`src/rtl/dma_master_pkg.sv`:
```
// Shared types and helpers for the DMA read/write masters: FSM state type,
// default bus widths and the word-aligned length mask.
package dma_master_pkg;

  localparam int DEF_DATAWIDTH      = 32;
  localparam int DEF_ADDRESSWIDTH   = 32;
  localparam int DEF_FIFODEPTH      = 32;
  localparam int DEF_FIFODEPTH_LOG2 = 5;

  typedef enum logic [1:0] {
    IDLE  = 2'd0,
    WRITE = 2'd1,
    DONE  = 2'd2
  } wm_state_e;

  // Clears the byte-offset bits so a trailing partial word is dropped.
  function automatic logic [63:0] word_len_mask(input int unsigned bytes_per_word);
    return ~(64'(bytes_per_word) - 64'd1);
  endfunction

endpackage

```
`src/rtl/sync_showahead_fifo.sv`:
```
// Single-clock show-ahead FIFO: dout always presents the head word, which
// only changes on a pop. Pushes while full and pops while empty are ignored.
module sync_showahead_fifo
  import dma_master_pkg::*;
#(
  parameter int WIDTH      = DEF_DATAWIDTH,
  parameter int DEPTH      = DEF_FIFODEPTH,
  parameter int DEPTH_LOG2 = DEF_FIFODEPTH_LOG2
) (
  input  logic                  clk,
  input  logic                  reset,
  input  logic                  push,
  input  logic                  pop,
  input  logic [WIDTH-1:0]      din,
  output logic [WIDTH-1:0]      dout,
  output logic                  empty,
  output logic                  full,
  output logic [DEPTH_LOG2:0]   used
);

  logic [WIDTH-1:0]      r_mem [DEPTH];
  logic [DEPTH_LOG2-1:0] r_wr_ptr;
  logic [DEPTH_LOG2-1:0] r_rd_ptr;
  logic [DEPTH_LOG2:0]   r_used;
  logic                  w_push;
  logic                  w_pop;

  assign empty  = (r_used == '0);
  assign full   = (r_used == (DEPTH_LOG2+1)'(DEPTH));
  assign used   = r_used;
  assign dout   = r_mem[r_rd_ptr];
  assign w_push = push & ~full;
  assign w_pop  = pop & ~empty;

  always_ff @(posedge clk) begin
    if (reset) begin
      r_wr_ptr <= '0;
      r_rd_ptr <= '0;
      r_used   <= '0;
    end else begin
      if (w_push) r_wr_ptr <= r_wr_ptr + 1'b1;
      if (w_pop)  r_rd_ptr <= r_rd_ptr + 1'b1;
      case ({w_push, w_pop})
        2'b10:   r_used <= r_used + 1'b1;
        2'b01:   r_used <= r_used - 1'b1;
        default: r_used <= r_used;
      endcase
    end
  end

  // Storage needs no reset; a flushed FIFO never exposes stale entries as valid.
  always_ff @(posedge clk) begin
    if (w_push) r_mem[r_wr_ptr] <= din;
  end

endmodule

```
`src/rtl/buffered_write_master.sv`:
```
// Avalon-MM write master draining a show-ahead FIFO as word writes from a
// programmed base/length. Define BUFFERED_WRITE_MASTER_WORD_COUNT_EN to add words_written.
module buffered_write_master
  import dma_master_pkg::*;
#(
  parameter int DATAWIDTH       = DEF_DATAWIDTH,
  parameter int BYTEENABLEWIDTH = DEF_DATAWIDTH / 8,
  parameter int ADDRESSWIDTH    = DEF_ADDRESSWIDTH,
  parameter int FIFODEPTH       = DEF_FIFODEPTH,
  parameter int FIFODEPTH_LOG2  = DEF_FIFODEPTH_LOG2
) (
  input  logic                       clk,
  input  logic                       reset,
  input  logic                       control_fixed_location,
  input  logic [ADDRESSWIDTH-1:0]    control_write_base,
  input  logic [ADDRESSWIDTH-1:0]    control_write_length,
  input  logic                       control_go,
  output logic                       control_done,
  input  logic                       user_write_buffer,
  input  logic [DATAWIDTH-1:0]       user_buffer_data,
  output logic                       user_buffer_full,
  output logic [ADDRESSWIDTH-1:0]    master_address,
  output logic                       master_write,
  output logic [BYTEENABLEWIDTH-1:0] master_byteenable,
  output logic [DATAWIDTH-1:0]       master_writedata,
  input  logic                       master_waitrequest
`ifdef BUFFERED_WRITE_MASTER_WORD_COUNT_EN
  ,
  output logic [ADDRESSWIDTH-1:0]    words_written
`endif
);

  localparam logic [ADDRESSWIDTH-1:0] BE_BYTES = ADDRESSWIDTH'(BYTEENABLEWIDTH);
  localparam logic [ADDRESSWIDTH-1:0] LEN_MASK = ADDRESSWIDTH'(word_len_mask(BYTEENABLEWIDTH));

  wm_state_e             r_state;
  logic [ADDRESSWIDTH-1:0] r_address;
  logic [ADDRESSWIDTH-1:0] r_length;
  logic                  r_fixed_d1;

  logic [ADDRESSWIDTH-1:0] w_go_len;
  logic                  w_empty;
  logic                  w_full;
  logic [FIFODEPTH_LOG2:0] w_used;
  logic                  w_unused_used;
  logic                  w_push;
  logic                  w_accept;

  assign w_go_len          = control_write_length & LEN_MASK;
  assign w_push            = user_write_buffer & ~w_full;
  assign w_accept          = master_write & ~master_waitrequest;
  assign w_unused_used     = ^w_used;

  assign control_done      = (r_state != WRITE);
  assign master_write      = (r_state == WRITE) & ~w_empty;
  assign master_address    = r_address;
  assign master_byteenable = '1;
  assign user_buffer_full  = w_full;

  sync_showahead_fifo #(
    .WIDTH      (DATAWIDTH),
    .DEPTH      (FIFODEPTH),
    .DEPTH_LOG2 (FIFODEPTH_LOG2)
  ) u_fifo (
    .clk   (clk),
    .reset (reset),
    .push  (w_push),
    .pop   (w_accept),
    .din   (user_buffer_data),
    .dout  (master_writedata),
    .empty (w_empty),
    .full  (w_full),
    .used  (w_used)
  );

  // A go wins over a same-cycle accept; the accepted word is still popped.
  always_ff @(posedge clk) begin
    if (reset) begin
      r_state    <= IDLE;
      r_address  <= '0;
      r_length   <= '0;
      r_fixed_d1 <= 1'b0;
    end else if (control_go) begin
      r_address  <= control_write_base;
      r_length   <= w_go_len;
      r_fixed_d1 <= control_fixed_location;
      r_state    <= (w_go_len != '0) ? WRITE : DONE;
    end else if (w_accept) begin
      r_length <= r_length - BE_BYTES;
      if (!r_fixed_d1) r_address <= r_address + BE_BYTES;
      if (r_length == BE_BYTES) r_state <= DONE;
    end
  end

`ifdef BUFFERED_WRITE_MASTER_WORD_COUNT_EN
  logic [ADDRESSWIDTH-1:0] r_words_written;
  assign words_written = r_words_written;

  always_ff @(posedge clk) begin
    if (reset || control_go) r_words_written <= '0;
    else if (w_accept)       r_words_written <= r_words_written + 1'b1;
  end
`endif

endmodule

```
`config.mk`:
```
export PLATFORM = sky130hd
export DESIGN_NAME = buffered_write_master
export DESIGN_NICKNAME = d
export VERILOG_FILES = /design/src/rtl/dma_master_pkg.sv /design/src/rtl/sync_showahead_fifo.sv /design/src/rtl/buffered_write_master.sv
export SDC_FILE = /design/constraint.sdc
export NUM_CORES = 1
export LEC_CHECK = 0
export BUFFER_PORTS_ARGS = -buffer_cell sky130_fd_sc_hd__buf_2
export CAP_MARGIN = 20
export CORE_MARGIN = 2
export CORE_UTILIZATION = 29
export DETAILED_ROUTE_END_ITERATION = 10
export PLACE_DENSITY = 0.49
export SLEW_MARGIN = 30
export SYNTH_ARGS = -nofsm -noshare
export SYNTH_HDL_FRONTEND = slang
export SYNTH_HIERARCHICAL = 1
export SYNTH_SLANG_ARGS = --single-unit
```
`constraint.sdc`:
```
create_clock -name clk -period 4.1 [get_ports clk]
set_input_delay 0.205 -clock clk [delete_from_list [all_inputs] [get_ports clk]]
set_output_delay 0.205 -clock clk [all_outputs]
set_load 0.01 [all_outputs]
```
* After elaboration in Yosys (flattened, before gate mapping)
Memories as Yosys holds them, arrays and structs flattened. A register that Yosys moved wholly into a read port is not among the register bits.
Index checks and enable logic that the tools add are counted.
** Storage, ports and cells
- Register bits :: 83
- Memories kept :: 1
- Logic and storage cells :: 52
- Bits in writable memories :: 1024
** Memories
- u_fifo.r_mem :: words 32, width 32, read ports 1, clocked after memory_dff 1, write ports 1, line sync_showahead_fifo.sv:21 : logic [WIDTH-1:0] r_mem [DEPTH];
** Cells by class
- Reduce and logical (&&, ||, !) cells :: 8
- Equal/unequal tests :: 7
- Multiplexer cells :: 14
- Add/sub/neg operators :: 6
- Bitwise operators :: 8
** Operators by type and width (number)
- $mux 32 :: 5
- $add 32x3->32 const B :: 1
- $eq 32x3->1 const B :: 1
- $reduce_bool 32->1 :: 1
- $sub 32x3->32 const B :: 1
- $pmux 6 s2 :: 1
- $add 5x1->5 const B :: 2
- $mux 5 :: 2
- $mux 2 :: 4
- $add 6x1->6 const B :: 1
- $eq 6x6->1 const B :: 1
- $logic_not 6->1 :: 1
- $reduce_bool 2->1 :: 3
- $sub 6x1->6 const B :: 1
- $and 1x1->1 :: 5
- $eq 2x1->1 const B :: 2
- $reduce_and 2->1 :: 2
- $not 1->1 :: 3
- $eq 2x2->1 const B :: 1
- $mux 1 :: 2
- $ne 2x1->1 const B :: 1
- $ne 2x2->1 const B :: 1
- $reduce_or 2->1 :: 1

* Depth between registers and ports, before layout
Gate-level depths: netlist (run 1).
- Word-level depth :: 7
- Gate-level depth with buffers :: 17
- Gate-level depth less buffers :: 13

* Cells and area by module
The synthesis (run 1) kept the hierarchy.
** Modules (own cells, without submodules)
- sync_showahead_fifo :: area an instance 40382.5 um^2, sequential area each 31169.9 um^2, cells an instance 2049, times used 1
- buffered_write_master :: area an instance 3612.2 um^2, sequential area each 1301.2 um^2, cells an instance 448, times used 1

* Worst setup path before layout (run 1)
Ideal clock, no wire load.
- Path kind :: flip-flop to flip-flop
- From :: register u_fifo.r_used[1], in the netlist u_fifo/used[1]
- To :: register u_fifo.r_used[4], in the netlist u_fifo/used[4]
- Library setup time :: 0.121 ns
- Arrival time :: 3.497 ns
- Clock period less this slack :: 3.618 ns
- Cell stages (with the launch flop) :: 18
- Setup slack :: 0.482 ns
- Cells stage by stage :: dfxtp_1 > or4_1 > clkbuf_1 > nor3_1 > or4b_1 > buf_2 > inv_2 > buf_4 > o31ai_2 > inv_1 > ha_1 > clkbuf_1 > xor2_1 > ha_1 > a21oi_1 > nand4bb_1 > a31oi_1 > mux2_2
** Between the ends
- Word-level cells in the longest chain between the ends :: 7
- Elaborated cells between the ends (all ways) :: 15
** RTL lines
- start, declared :: line sync_showahead_fifo.sv:24 : logic [DEPTH_LOG2:0] r_used;
- start signal, assigned :: line sync_showahead_fifo.sv:44 : 2'b10: r_used <= r_used + 1'b1;
- start signal, assigned :: line sync_showahead_fifo.sv:45 : 2'b01: r_used <= r_used - 1'b1;
- start signal, assigned :: line sync_showahead_fifo.sv:46 : default: r_used <= r_used;
- $logic_not 6->1 (*) :: line sync_showahead_fifo.sv:28 : assign empty = (r_used == '0);
- net w_empty :: line buffered_write_master.sv:42 : logic w_empty;
- $not 1->1 (*) :: line buffered_write_master.sv:55 : assign master_write = (r_state == WRITE) & ~w_empty;
- $and 1x1->1 (*) :: line buffered_write_master.sv:55
- $and 1x1->1 (*) :: line buffered_write_master.sv:51 : assign w_accept = master_write & ~master_waitrequest;
- net w_accept :: line buffered_write_master.sv:47 : logic w_accept;
- $and 1x1->1 (*) :: line sync_showahead_fifo.sv:33 : assign w_pop = pop & ~empty;
- $eq 2x1->1 or $eq 2x2->1 (tied branches) :: line sync_showahead_fifo.sv:43 : case ({w_push, w_pop})
- $pmux 6 s2 or $reduce_bool 2->1 (tied branches)
Mark *: on every way through the listed nets, which the timed path passes. The rest lies on a longest branch.
A chain may end at the register's enable or synchronous reset.

==> results.cfg, run 1 <==
[synthesis]
async_reset_ff_frac = 0
yosys_warnings = 6
synth.area.top_cells = edfxtp_1 70%, mux4_2 6.6%, mux2_2 5.0%
ys_seq_area_frac = 0.738
synthCells = 2497
synth_area_um2 = 44000
ys_types = 66
synth.avg_cell_area_um2 = 17.6
ys_ff_latch = 1110
synth_top_area_share = 0.699
synth-edff-count = 1024
synthFlopType = edfxtp_1
yosysTopAreaCell = edfxtp_1

[global_routing]
gr-usage-met2 = 0.228
grt_max_degree = 65
grt_pass1_wl_um = 159000
gr-total-overflow = 0
busiest_layer = met2
grt_pass1_vias = 24425
global_route.usage.met3 = 0.0218
grt_usage = 0.135
use_met1 = 0.181
antenna_found_initial = 3

[timing]
min_period_ns = 3.88
worst_slew_pin_slew_ns = 0.945
finalHoldViolCount = 0
rsz0062_at_grt = false
fmax_ghz = 0.258
setup_viol = 0
setup_tns_ns = 0
maxSlewViolCount = 0
skew_ns = 0.0461
max_slew_margin = 0.370
holdWs_ns = 0.0259
post-route-period-util = 0.947

[worst_setup_path]
crit_slowest_cell = dfxtp_4
cp_cell_sequence = buf_12 -> mux2_2 -> o22ai_1 -> nor3_1 -> or4_1 -> buf_2
required_ns = 3.89
critPathLaunchType = flop
crit_type = flop to primary output
cp_slowest_stage_delay_ns = 0.82
crit_family = flip-flops
path_max_fanout = 40
critPathArrivalTime_ns = 3.68
critPathCaptureType = primary output
cp_num_buf_inv = 2

[power]
power_density_nw_per_um2 = 447
p_leak_uw = 0.0165
ir_worst_vdd_mv = 0.398

[cts]
ctsResizeCount = 0
cts_setup_buffers = 0
cts-root-buf = clkbuf_16
numCtsBuffers = 114
clockBufferDepth = 3
worstSkewPairLatency_ns = 0.75
cts_tree = done
clkTransAtPathRegs_ns = 0.06
clock_tree.htree_level_count = 3
cts.sinks = 1110

[placed_design]
gp_congestion = 0.811
hpwl_um = 65100
port_buffers = 166
dp_cells = 4610

[route]
via_count = 23577
wl_um = 107000
ant_nets = 0
first_pass_iters = 5
first_iter_violations = 1656
routedWlPerCell_um = 21.7
viasPerCell = 4.79
route.detailed.drc = 0

[floorplanning]
die_y_um = 393
core_um2 = 150000
initial_utilization = 0.293
die_w_um = 393
dieArea_um2 = 155000
rows = 142
ios = 173

[run]
drv_cap = 0

[finish]
syn2layout_area_growth_pct = 19.4
layout.cells.non_filler = 4924
layout-drive-gt1-share = 0.270
nets = 2921

[min_path]
hp-class = primary input to flop

[status]
status = finished clean
-- placed cells by master (no fill, tap or decap), types with 16 or more instances in the layout --
cell type	count
mux4_2	128
clkbuf_16	115
nor2b_1	70
o22ai_1	64
xor2_1	45
a22o_1	64
nor2_4	33
dfxtp_1	84
dlygate4sd3_1	97
nand4_1	24
mux2_2	194
clkbuf_1	26
or4_1	36
a211oi_1	100
buf_4	65
buf_2	166
clkinv_2	16
edfxtp_1	1024
nor4_1	17
nor2_1	78
nand2_1	44
nor3_1	81
a21oi_1	23
o21ai_0	77
clkinv_1	34
-- state kept, by name (all words and copies together), names as in the netlist, named ones only --
| name | count |
|---|---|
| r_state | 2 |
| r_fixed_d1 | 1 |
| u_fifo/used | 6 |
| u_fifo/r_rd_ptr | 5 |
| u_fifo/r_wr_ptr | 5 |
| u_fifo/r_mem | 1024 |
| r_length | 30 |
| master_address | 32 |
-- power breakdown --
| group | switching, uW | internal (uW) |
|---|---|---|
| registers | 76.2 | 12500 |
| logic | 594 | 351 |
| clock network | 4390 | 5620 |
| total | 5060 | 18400 |
-- routing by layer --
metal | routed length (um) | up-vias
li1 | - | 10663
met1 | 47900 | 12226
met2 | 51900 | 572
met3 | 5210 | 114
met4 | 1770 | 2
met5 | 10 | -
-- cells in the mapped netlist (all sizes together), types with 9 or more instances --
cell	n
or4	36
nor2	111
mux2i	9
nor3	82
a21oi	23
inv	16
o21ai	78
xnor2	15
a22o	64
mux4	128
edfxtp	1024
nor2b	71
nand2	45
mux2	194
xor2	45
clkbuf	102
dfxtp	86
nand3	16
o22ai	64
ha	11
nand4	25
buf	54
a211oi	100
nor4	19
-- cell families (layout without fill, tap and decap cells) --
family | after synthesis | in the layout | synth area share
flip-flops | 1110 | 1110 | 0.738
AND/OR/NAND/NOR | 458 | 458 | 0.0565
AO/OA/AOI/OAI | 353 | 353 | 0.0555
multiplexers | 331 | 331 | 0.117
buffers and inverters | 173 | 578 | 0.0176
XOR/XNOR | 60 | 60 | 0.0119
adder cells (fa/ha/maj) | 11 | 11 | 0.00313
other | 1 | 7 | 0.0000852
-- path summary, 6_finish.rpt --
check | from | to | slack [ns] | depth (start not counted)
setup / recovery | flop | master_writedata[10] | 0.22 | 6
hold / removal | user_buffer_data[25] | u_fifo/r_mem[22][25] | 0.03 | 1
setup reg to reg | u_fifo/used[2] | u_fifo/used[4] | 0.39 | 13
hold reg to reg | master_address[0] | master_address[0] | 0.51 | 2
-- repair_timing --
item,in CTS,in global routing
hold endpoints to repair,811,0
hold buffers,97,0
setup endpoints to repair,0,0
-- metrics by stage --
stage	power (uW)	setup WS [ns]	util	cell area [um2]
after detailed placement	13700	0.445	0.318	47900
after global placement	13600	0.600	0.317	47700
final	23500	0.218	0.349	52500
after floorplan	13200	0.482	-	44000
after global routing	24300	0.0696	0.349	52500
after CTS	23800	0.161	0.349	52500
-- final cells by class --
| type | instances | area (um2) |
|---|---|---|
| Sequential cell | 1110 | 32500 |
| Timing Repair Buffer | 348 | 2750 |
| Clock inverter | 72 | 671 |
| Antenna cell | 3 | 7.51 |
| Multi-Input combinational cell | 1217 | 11100 |
| Inverter | 17 | 66.3 |
| Tap cell | 2016 | 2520 |
| Fill cell | 14133 | 97800 |
| Clock buffer | 141 | 2980 |
Power figures use the tool's default switching activity.
==> run 2, diff against run 1 <==
--- a/config.mk
+++ b/config.mk
@@ -8,9 +8,9 @@
 export BUFFER_PORTS_ARGS = -buffer_cell sky130_fd_sc_hd__buf_2
 export CAP_MARGIN = 20
 export CORE_MARGIN = 2
-export CORE_UTILIZATION = 29
+export CORE_UTILIZATION = 35
 export DETAILED_ROUTE_END_ITERATION = 10
-export PLACE_DENSITY = 0.49
+export PLACE_DENSITY = 0.55
 export SLEW_MARGIN = 30
 export SYNTH_ARGS = -nofsm -noshare
 export SYNTH_HDL_FRONTEND = slang
==> constraint.sdc (replaced) <==
create_clock -name clk -period 4.1 [get_ports clk]
set_input_delay 0.82 -clock clk [delete_from_list [all_inputs] [get_ports clk]]
set_output_delay 0.82 -clock clk [all_outputs]
set_load 0.01 [all_outputs]
==> results.cfg, run 2 (synthesized netlist as in run 1, its figures left out) <==
[route]
routedWlPerCell_um = 25.6
ant_nets = 0
wl_um = 115000
route.detailed.drc = 0
via_count = 24076
first_iter_violations = 2039
viasPerCell = 5.38
first_pass_iters = 5

[power]
ir_worst_vdd_mv = 0.338
power_density_nw_per_um2 = 458
p_leak_uw = 0.0163

[min_path]
hp-class = primary input to flop

[global_routing]
grt_usage = 0.177
antenna_found_initial = 13
gr-total-overflow = 0
grt_max_degree = 75
grt_pass1_vias = 24870
grt_pass1_wl_um = 166000

[timing]
finalHoldViolCount = 0
post-route-period-util = 0.972
maxSlewViolCount = 0
min_period_ns = 3.99
worst_slew_pin_slew_ns = 1.00
rsz0062_at_grt = false
skew_ns = 0.0388
setup_tns_ns = 0
fmax_ghz = 0.251
max_slew_margin = 0.329
setup_viol = 0

[worst_setup_path]
cp_slowest_stage_delay_ns = 0.67
crit_slowest_cell = or4_1
critPathLaunchType = flop
required_ns = 3.28
crit_top_cell = buf_12
cp_num_buf_inv = 4
cp_cell_sequence = buf_12 -> buf_12 -> buf_12 -> mux4_2 -> a22o_1 -> or4_1 -> buf_2
critPathCaptureType = primary output
crit_type = flop to primary output
critPathArrivalTime_ns = 3.17
crit_family = simple AND/OR/NAND/NOR gates
path_max_fanout = 20

[finish]
nets = 2847
final_common_cell = edfxtp_1
max_flop_register = u_fifo/r_mem
syn2layout_area_growth_pct = 17.8
layout-drive-gt1-share = 0.288
num-fill-cells = 11100
layout.cells.non_filler = 4478
mostFrequentLayoutCells = 1024 x edfxtp_1, 194 x mux2_2, 166 x buf_2, 128 x mux4_2, 117 x clkbuf_16
largest_reg_flops = 1024

[cts]
holdBufCountCts = 0
numCtsBuffers = 114
cts.sinks = 1110
worstSkewPairLatency_ns = 0.70
clock_tree.htree_level_count = 3
cts-root-buf = clkbuf_16
clkTransAtPathRegs_ns = 0.06
clockBufferDepth = 3
cts_tree = done

[floorplanning]
core_um2 = 125000
die_w_um = 359
ios = 173
die_y_um = 359
initial_utilization = 0.351
dieArea_um2 = 129000
rows = 130

[placed_design]
hpwl_um = 63200
gp_congestion = 0.876
dp_cells = 4257
port_buffers = 166

[run]
drv_cap = 0

[status]
status = finished clean
[run 2: cell count changes in the layout (fill, tap and decap cells not counted), sizes merged, moves of 2 or more]
cell	previous run	this run
bufinv	7	12
buf	251	273
clkinv	57	49
clkinvlp	9	7
dlygate4sd3	97	0
inv	16	18
clkbuf	141	138
[run 2: area by class of cell]
cell class / instances / area, um2 / area share
multi-input cells: 1217 / 11100 / 0.214
repair buffers: 274 / 2400 / 0.0463
clock buffers: 138 / 3030 / 0.0584
diodes: 3 / 7.51 / 0.000145
clock inverters: 69 / 718 / 0.0139
flip-flops and latches: 1110 / 32500 / 0.627
well taps: 1650 / 2060 / 0.0398
inverters: 17 / 63.8 / 0.00123
[run 2: repair_timing]
action,4_1_cts,5_1_grt
setup buffers,10,0
resized for setup,8,1
cloned,1,0
setup endpoints to repair,32,1
[run 2: per-stage QoR]
step / utilization / instance area (um2) / power (uW) / hold WS, ns / worst slack (ns)
2_1_floorplan: - / 44000 / 13200 / 0.468 / 0.482
3_3_place_gp: 0.382 / 47800 / 13600 / 0.475 / 0.452
3_5_place_dp: 0.382 / 47900 / 13700 / 0.488 / 0.459
4_1_cts: 0.414 / 51800 / 23900 / 0.341 / 0.0339
5_1_grt: 0.414 / 51800 / 24500 / 0.363 / 0.00955
6_report: 0.414 / 51800 / 23700 / 0.391 / 0.115
[run 2: layer usage]
metal | share of wire | vias up | GRT usage
met1 | 0.43 | 12650 | 0.237
met2 | 0.49 | 739 | 0.300
met4 | 0.021 | 8 | 0.0430
met5 | 0.00034 | - | 0
li1 | - | 10518 | -
met3 | 0.052 | 161 | 0.0291
[run 2: power by group]
part | internal [uW] | switching, uW | total (uW)
clock | 6000 | 4300 | 10300
sequential | 12500 | 70.1 | 12500
combinational | 310 | 575 | 886
[run 2: worst min-delay path: cells and delay by family]
family | cells | cell delay (ns)
multiplexers | 1 | 0.05
AND/OR/NAND/NOR | 1 | 0.07
buffers and inverters | 1 | 0.08
[run 2: final timing paths]
kind,from,end,slack (ns),depth (start not counted)
max,flop,master_writedata[16],0.11,7
min,control_write_base[0],master_address[0],0.39,3
max reg2reg,u_fifo/used[1],u_fifo/used[4],0.66,14
min reg2reg,master_address[0],master_address[0],0.50,2
==> run 3, diff against run 2 <==
--- a/config.mk
+++ b/config.mk
@@ -14,5 +14,4 @@
 export SLEW_MARGIN = 30
 export SYNTH_ARGS = -nofsm -noshare
 export SYNTH_HDL_FRONTEND = slang
-export SYNTH_HIERARCHICAL = 1
 export SYNTH_SLANG_ARGS = --single-unit
==> results.cfg, run 3 <==
[finish]
layout.area.seq_um2 = 32500
multiInputGateArea_um2 = 10900
final_common_cell = edfxtp_1
layout-drive-gt1-share = 0.340
mostFrequentLayoutCells = 1024 x edfxtp_1, 320 x mux4_2, 166 x buf_2, 119 x clkbuf_16, 81 x dfxtp_1
nets = 2439
syn2layout_area_growth_pct = 17.0
num-fill-cells = 10765
max_flop_register = u_fifo.r_mem
largest_reg_flops = 1024
final_core_util = 0.413

[cts]
clock_tree.htree_level_count = 3
numCtsBuffers = 116
cts-root-buf = clkbuf_16
cts.sinks = 1110
cts_tree = done
clockBufferDepth = 3
clkTransAtPathRegs_ns = 0.06
worstSkewPairLatency_ns = 0.70

[power]
p_int_uw = 18700
seq_power_share = 0.531
ir_worst_vdd_mv = 0.306
p_leak_uw = 0.0156
switching_share = 0.209
p_switching_uw = 4930
comb_power_share = 0.048
power_density_nw_per_um2 = 463
clockPowerShare = 0.421

[placed_design]
place_ws_ns = 0.603
port_buffers = 166
gp_congestion = 0.839
hpwl_um = 60500

[worst_setup_path]
ff2ff_path_depth = 11
crit_type = flop to primary output
crit_family = multiplexers
crit_slowest_cell = mux4_2
path_depth = 6
critPathLaunchType = flop
path_max_fanout = 19
required_ns = 3.28
crit_top_cell = mux4_2
critPathArrivalTime_ns = 3.19
critPathCaptureType = primary output
cp_slowest_stage_delay_ns = 0.56
cp_cell_sequence = buf_12 -> buf_6 -> mux4_2 -> mux4_2 -> mux2_2 -> buf_2
r2r_end = u_fifo.used[4]
r2r_slack_ns = 0.57
r2r-start = u_fifo.used[2]
cp_num_buf_inv = 3

[timing]
fin_ws_ns = 0.0927
fmax_ghz = 0.250
post-route-period-util = 0.977
rsz0062_at_grt = false
setup_tns_ns = 0
maxSlewViolCount = 0
max_slew_margin = 0.417
min_period_ns = 4.01
setup_viol = 0
finalHoldViolCount = 0
worst_slew_pin_slew_ns = 0.875
skew_ns = 0.0220

[route]
viasPerCell = 5.34
route.detailed.drc = 0
ant_nets = 0
first_pass_iters = 5
routedWlPerCell_um = 26.0
wl_um = 105000
via_count = 21640
first_iter_violations = 1731

[global_routing]
antenna_found_initial = 7
grt_pass1_wl_um = 154000
grt_max_degree = 87
gr-total-overflow = 0
grt_pass1_vias = 22842
grt_usage = 0.165

[synthesis]
synth_area_um2 = 43700
synth.area.top_cells = edfxtp_1 70%, mux4_2 16%, dfxtp_1 3.9%
yosys_warnings = 0
ys_ff_latch = 1110
yosysTopAreaCell = edfxtp_1
yosysMostFrequentCell = edfxtp_1
synth.avg_cell_area_um2 = 21.0
ys_seq_area_frac = 0.743
ys_types = 70
async_reset_ff_frac = 0
synthCells = 2076
netlist_top_cells_count = 1024 x edfxtp_1, 320 x mux4_2, 108 x nor2_1, 86 x dfxtp_1, 74 x clkbuf_1
synth-edff-count = 1024
synth_top_area_share = 0.704
synthFlopType = edfxtp_1

[floorplanning]
dieArea_um2 = 128000
initial_utilization = 0.353
die_w_um = 357
core_um2 = 124000
rows = 129
ios = 173
die_y_um = 357

[min_path]
whs_path_depth = 3
worst_hold_path.endpoint = master_address[0]
hold_start = control_write_base[0]
hp-class = primary input to flop

[status]
status = finished clean

[run]
drv_cap = 0
run 3: cell count changes in the layout (fill, tap and decap cells not counted), sizes merged, moves of 23 or more:
cell,previous run,this run
o21ai,78,13
nor3,82,13
buf,273,250
xor2,45,21
o22ai,64,1
mux4,128,320
nor2b,71,5
a22o,64,0
a211oi,100,38
or4,36,11
mux2,194,35
run 3: layout make-up:
type | instances | area share
antenna | 1 | 0.0000490
clock buffer | 143 | 0.0598
clock inverter | 64 | 0.0105
inverter | 17 | 0.00125
multi-input combinational | 831 | 0.213
sequential | 1110 | 0.636
tap | 1637 | 0.0401
timing repair buffer | 251 | 0.0398
run 3: through the flow:
step	instance area (um2)	cells	hold WS (ns)	power (uW)
after global routing	51100	4053	0.367	24400
final	51100	4054	0.366	23600
after global placement	47400	3842	0.472	13900
after detailed placement	47400	3842	0.481	13900
after CTS	51100	4052	0.315	23900
after floorplan	43700	2079	0.468	13400
run 3: power groups by stage:
stage / sequential, uW / clock, uW / combinational, uW
3_3_place_gp: 12800 / 0 / 1100
2_1_floorplan: 12800 / 0 / 641
5_1_grt: 12600 / 10600 / 1230
3_5_place_dp: 12800 / 0 / 1130
4_1_cts: 12600 / 10200 / 1140
6_report: 12600 / 9960 / 1120
run 3: worst register-to-register path, cell delays in order (launching register included):
cell and delay, ns:
dfxtp_1 0.43, or4_1 0.75, o21ai_2 0.24, inv_2 0.13, ha_1 0.32, xor2_1 0.18, ha_1 0.24, nor4_1 0.06
a311o_1 0.30, a211oi_2 0.18, mux2i_1 0.24, mux2_2 0.35
run 3: timing repair:
action / in CTS / in global routing
gates cloned: 0 / 1
buffers inserted: 3 / 0
hold buffers: 0 / 0
setup endpoints to repair: 28 / 2
resized for setup: 2 / 0
run 3: routing by layer:
| metal | GRT usage | routed length (um) |
|---|---|---|
| met2 | 0.278 | 53000 |
| met4 | 0.0502 | 2620 |
| met5 | 0 | 22 |
| met1 | 0.220 | 44100 |
| met3 | 0.0272 | 5480 |
run 3: how the worst max path moves through the flow:
| stage | start | end | slack [ns] |
|---|---|---|---|
| 3_3_place_gp | flop | master_writedata[27] | 0.59 |
| 4_1_cts | flop | master_writedata[12] | 0.03 |
| 6_report | flop | master_writedata[27] | 0.09 |
| 3_5_place_dp | flop | master_writedata[27] | 0.60 |
| 5_1_grt | flop | master_writedata[27] | 0.01 |
| 2_1_floorplan | user_write_buffer | u_fifo.r_mem[31][0] | 0.60 |
run 3: cell families after synthesis:
family | Yosys count | share of synthesized area
AOI/OAI and AO/OA | 112 | 0.0187
xor gates and xnor gates | 52 | 0.0104
adders and majority gates | 10 | 0.00286
buffers and inverters | 138 | 0.0136
DFF | 1110 | 0.743
muxes | 362 | 0.176
other | 1 | 0.0000858
and+or+nand+nor | 291 | 0.0355
